==> src/rtl/mem_port_arbiter.sv <==
// mem_port_arbiter
// Shares one synchronous memory port between an instruction-fetch port and a
// data (load/store) port. Each transaction runs IDLE -> ACCESS -> RESP, holding
// the memory enable for WAIT_STATES+1 cycles and pulsing the owner's ack once.
// Every output is registered.
//
// Build option: define ARB_ROUND_ROBIN_EN to alternate grants on simultaneous
// requests. Left undefined, the data port always wins a tie.
module mem_port_arbiter #(
   parameter int WAIT_STATES = 2
) (
   input  logic        clock,
   input  logic        reset,
   input  logic        i_req,
   input  logic [31:0] i_addr,
   output logic        i_ack,
   output logic [31:0] i_rdata,
   input  logic        d_req,
   input  logic        d_we,
   input  logic [31:0] d_addr,
   input  logic [31:0] d_wdata,
   output logic        d_ack,
   output logic [31:0] d_rdata,
   output logic        mem_en,
   output logic        mem_we,
   output logic [31:0] mem_addr,
   output logic [31:0] mem_wdata,
   input  logic [31:0] mem_rdata,
   output logic        busy
);

   typedef enum logic [1:0] {
      IDLE   = 2'd0,
      ACCESS = 2'd1,
      RESP   = 2'd2
   } state_t;

   localparam logic [3:0] WAIT_INIT = 4'(WAIT_STATES);

   state_t     state;
   state_t     stateNext;
   logic [3:0] waitCount;
   logic       grantData;    // owner of the transaction in flight: 1 = data port
   logic       grantWe;      // transaction in flight is a store
   logic       anyReq;
   logic       pickData;     // arbitration result for the current IDLE cycle
   logic       grantNow;     // a grant is taken at the coming edge
   logic       accessDone;   // last ACCESS cycle

`ifdef ARB_ROUND_ROBIN_EN
   logic       lastGrantData; // port granted most recently: 1 = data port
`endif

   // Arbitration between the two request levels
   always_comb begin
      anyReq = i_req | d_req;
`ifdef ARB_ROUND_ROBIN_EN
      // On a tie the port that was not served last wins.
      pickData = d_req & (~i_req | ~lastGrantData);
`else
      pickData = d_req;
`endif
   end

   assign grantNow   = (state == IDLE) && anyReq;
   assign accessDone = (state == ACCESS) && (waitCount == 4'd0);

   // Next-state decode
   always_comb begin
      stateNext = state;
      case (state)
         IDLE:    if (anyReq) stateNext = ACCESS;
         ACCESS:  if (accessDone) stateNext = RESP;
         RESP:    stateNext = IDLE;
         default: stateNext = IDLE;
      endcase
   end

   // State register
   always_ff @(posedge clock) begin
      if (reset) begin
         state <= IDLE;
      end else begin
         state <= stateNext;
      end
   end

   // Wait-state counter: loaded at grant, counts down through ACCESS
   always_ff @(posedge clock) begin
      if (reset) begin
         waitCount <= 4'd0;
      end else if (grantNow) begin
         waitCount <= WAIT_INIT;
      end else if ((state == ACCESS) && (waitCount != 4'd0)) begin
         waitCount <= waitCount - 4'd1;
      end
   end

   // Latch ownership and direction of the granted transaction
   always_ff @(posedge clock) begin
      if (reset) begin
         grantData <= 1'b0;
         grantWe   <= 1'b0;
      end else if (grantNow) begin
         grantData <= pickData;
         grantWe   <= pickData & d_we;
      end
   end

`ifdef ARB_ROUND_ROBIN_EN
   // Remember which port was granted last; reset favours data on the first tie
   always_ff @(posedge clock) begin
      if (reset) begin
         lastGrantData <= 1'b0;
      end else if (grantNow) begin
         lastGrantData <= pickData;
      end
   end
`endif

   // Memory-side outputs: driven for the whole ACCESS phase, address/data held after
   always_ff @(posedge clock) begin
      if (reset) begin
         mem_en    <= 1'b0;
         mem_we    <= 1'b0;
         mem_addr  <= 32'd0;
         mem_wdata <= 32'd0;
      end else if (grantNow) begin
         mem_en   <= 1'b1;
         mem_we   <= pickData & d_we;
         mem_addr <= pickData ? d_addr : i_addr;
         // A fetch carries no write data, so the bus keeps its previous value.
         if (pickData) begin
            mem_wdata <= d_wdata;
         end
      end else if (accessDone) begin
         mem_en <= 1'b0;
         mem_we <= 1'b0;
      end
   end

   // Completion: one ack pulse to the owner, read data captured on the last ACCESS edge
   always_ff @(posedge clock) begin
      if (reset) begin
         i_ack   <= 1'b0;
         d_ack   <= 1'b0;
         i_rdata <= 32'd0;
         d_rdata <= 32'd0;
         busy    <= 1'b0;
      end else begin
         i_ack <= accessDone & ~grantData;
         d_ack <= accessDone & grantData;
         busy  <= (stateNext != IDLE);
         if (accessDone && !grantWe) begin
            if (grantData) begin
               d_rdata <= mem_rdata;
            end else begin
               i_rdata <= mem_rdata;
            end
         end
      end
   end

endmodule

==> config.mk <==
export PLATFORM = sky130hd
export DESIGN_NAME = mem_port_arbiter
export DESIGN_NICKNAME = d
export VERILOG_FILES = /design/src/rtl/mem_port_arbiter.sv
export SDC_FILE = /design/constraint.sdc
export NUM_CORES = 1
export LEC_CHECK = 0
export CAP_MARGIN = 15
export CORE_MARGIN = 4
export CORE_UTILIZATION = 30
export DETAILED_ROUTE_END_ITERATION = 16
export PLACE_DENSITY = 0.58
export SYNTH_ARGS = -nofsm -noshare
export SYNTH_HDL_FRONTEND = slang
export SYNTH_SLANG_ARGS = --single-unit
==> constraint.sdc <==
create_clock -name clock -period 5.7 [get_ports clock]
set_clock_uncertainty 0.05 [all_clocks]
set_input_delay 0.855 -clock clock [delete_from_list [all_inputs] [get_ports clock]]
set_output_delay 0.855 -clock clock [all_outputs]
set_load 0.05 [all_outputs]
==> reports/qor.txt <==
Buffers on Ports - 265
DR WL met2 - 7960 um
crit start category - register
ant diodes - 0
top-area cell type share of the netlist area - 0.493
met1 WL - 7220 um
CTS buffer count - 17
Post-CTS Hold Fix Bufs - 0
Post-DRT Antenna Nets - 0
worst r2r dst - i_rdata[29]
PwrDens - 335 mW/mm^2
CP peak stage delay - 0.82 ns
crit end category - output port
wire length on met3 - 1340 um
Worst Min Path Start - i_rdata[20]
R2R cell count - 6
EDFF count, synth - 0
Clock Latency Late Sink - 0.41 ns
pre-CTS setup slack - 2.65 ns
post-placement cell count - 1014
Net Sw Frac - 0.318
Peak supply drop - 0.194 mV
Synth area leaders - dfxtp_1, mux2i_1, nand2b_1, a211oi_1, a21oi_1
asr flop ratio synth - 0
critical path, cell by cell - clkdlybuf4s50_1
family with the most delay on the worst path - buffers and inverters
first-pass GRT wire length - 26900 um
Hold Violations, Final - 0
Int Pwr - 2.09 mW
# H-tree levels - 4
PostCTS Resize Cnt - 0
post-DP HPWL - 12100 um
Switching Power - 973 uW
status - completed
die area - 0.0214 sq mm
Worst-Margin Slew - 1.05 ns
Crit Path Category - reg -> out
FF-to-FF Start - waitCount[0]
Clock Tree Buf Depth - 2
CTS clk-pin slew, worst paths - 0.06 ns
Initial DRT Pass Iterations - 4
CP arrival - 1.60 ns
Post-CTS Setup Bufs - 0
critical path's slowest cell - clkdlybuf4s50_1
Die H - 146 um
instance count on the critical path - 1
final worst-path cycle share - 0.440
CP startpoint - mem_addr[22]
RSZ-0062 raised after global routing - no
Leak - 3.61 nW
TNS Setup - 0 ns
Worst setup endpoint - mem_addr[22]
flop2flop setup slack - 3.42 ns
Hold/Removal Path Class - reg -> reg
# IOs - 266
share of cells above drive strength 1 - 0.0603
count of final max-slew check failures - 0
core area - 0.0188 sq mm
Rel. slew slack - 0.300
Netlist Area Pre-Place - 0.00573 sq mm
top sig layer - met4
DRT Wirelength - 16800 um
Yosys warnings - 0
Initial Utilization - 0.305
Gate power share - 0.262
CTS tree - built
Finish-stage setup viols - 0
per-cell routed wire length - 16.0 um
Placer Congestion - 0.726
clk sinks - 141
setup ws final - 3.19 ns
drt drc - 0
vias in the first global route - 5061
Clk network pwr share - 0.373
starting DRC count in detailed routing - 138
P&R area growth vs syn - 59.7%
FMAX - 399 MHz
#FFs+latches synth - 141
Sequential Power Share - 0.365
Post-Synthesis Cells - 553
worst path bufs/invs - 1
non-filler cells, final - 1047
vias per cell - 4.58
Global Route Usage Sum - 0.155
Root Driver - clkbuf_16
antenna violations before repair - 0
Cell variety after synth - 31
Crit Path Max Fanout - 2
nets@finish - 935
sequential share of the synthesized area - 0.493
routed vias - 4795
grt ovf - 0
Synth area leader - dfxtp_1
Main synth FF type - dfxtp_1
Syn Nets - 688
Die Wd - 146 um
Worst Path Required - 4.80 ns
Synth Area per Inst - 10.4 sq um
Tmin final - 2.51 ns
std cell rows - 50
Filler cells - 1739
largest net degree at the start of global routing - 130
max_cap viols - 0
-- sequential cells by signal (all words and copies together), names as in the netlist --
name and cells:
busy 1, d_rdata 32, d_ack 1, state 2, grantWe 1, i_ack 1, waitCount 4, i_rdata 32
grantData 1, mem_wdata 32, mem_we 1, mem_addr 32, mem_en 1
-- metal layers --
layer	track usage	up-vias
met5	0	-
met1	0.185	2188
li1	-	2405
met4	0.0522	0
met3	0.0580	18
met2	0.257	184
-- cell usage in the layout (no fill, tap or decap), types with 3 or more instances in the layout --
| master | Yosys | final |
|---|---|---|
| buf_4 | 0 | 7 |
| nand2_1 | 5 | 5 |
| bufinv_16 | 0 | 3 |
| nor3b_1 | 4 | 3 |
| o21ai_0 | 5 | 5 |
| nor2_1 | 37 | 35 |
| dfxtp_1 | 141 | 141 |
| nand2b_1 | 97 | 97 |
| inv_6 | 0 | 3 |
| a211oi_1 | 32 | 32 |
| clkdlybuf4s50_1 | 0 | 263 |
| clkinv_2 | 0 | 3 |
| clkinv_4 | 0 | 4 |
| a21oi_1 | 39 | 39 |
| mux2i_1 | 128 | 128 |
| clkbuf_16 | 0 | 17 |
-- layout make-up --
type / instances / area, sq um / area share
inverter: 2 / 7.51 / 0.000821
sequential: 141 / 2820 / 0.309
clock inverter: 15 / 185 / 0.0202
tap: 234 / 293 / 0.0320
clock buffer: 17 / 425 / 0.0465
timing repair buffer: 272 / 2710 / 0.296
multi-input combinational: 366 / 2710 / 0.296
-- metrics by stage --
stage,util,total power [mW],hold slack (ns),cell area [sq um]
floorplan,-,1.64,0.407,5730
global placement,0.454,1.93,0.409,8520
detailed placement,0.454,1.94,0.419,8520
CTS,0.486,3.11,0.430,9130
global route,0.487,3.20,0.444,9150
finish,0.487,3.06,0.423,9150
-- kinds of logic after synthesis --
| logic type | synth area share |
|---|---|
| AOI/OAI and AO/OA | 0.0859 |
| xor gates and xnor gates | 0.00153 |
| adders and majority gates | 0.00437 |
| buffers and inverters | 0.0363 |
| DFF | 0.493 |
| muxes | 0.224 |
| and+or+nand+nor | 0.155 |
-- power groups by stage --
| stage | clock (mW) | combinational (mW) | sequential (mW) |
|---|---|---|---|
| global placement | 0 | 0.797 | 1.13 |
| detailed placement | 0 | 0.807 | 1.14 |
| floorplan | 0 | 0.241 | 1.40 |
| CTS | 1.18 | 0.809 | 1.12 |
| global route | 1.22 | 0.851 | 1.13 |
| finish | 1.14 | 0.803 | 1.12 |
-- worst min path at each step --
stage	end	slack (ns)	cells past startpoint
after floorplan	waitCount[0]	0.41	2
after global placement	i_rdata[10]	0.41	2
after detailed placement	d_rdata[26]	0.42	2
after CTS	i_rdata[25]	0.43	2
after global routing	d_rdata[28]	0.44	2
final	i_rdata[20]	0.42	2
-- Yosys cell counts, types with 2 or more instances --
cell type and count:
nand2_1 5, clkbuf_1 26, inv_1 2, or2_2 2
nor3b_1 4, nor3_1 2, nor2_1 37, buf_2 9
dfxtp_1 141, a211oi_1 32, buf_6 3, nand2b_1 97
a21oi_1 39, mux2i_1 128, ha_1 2, buf_1 5
o21ai_0 5
Power figures use the tool's default switching activity.
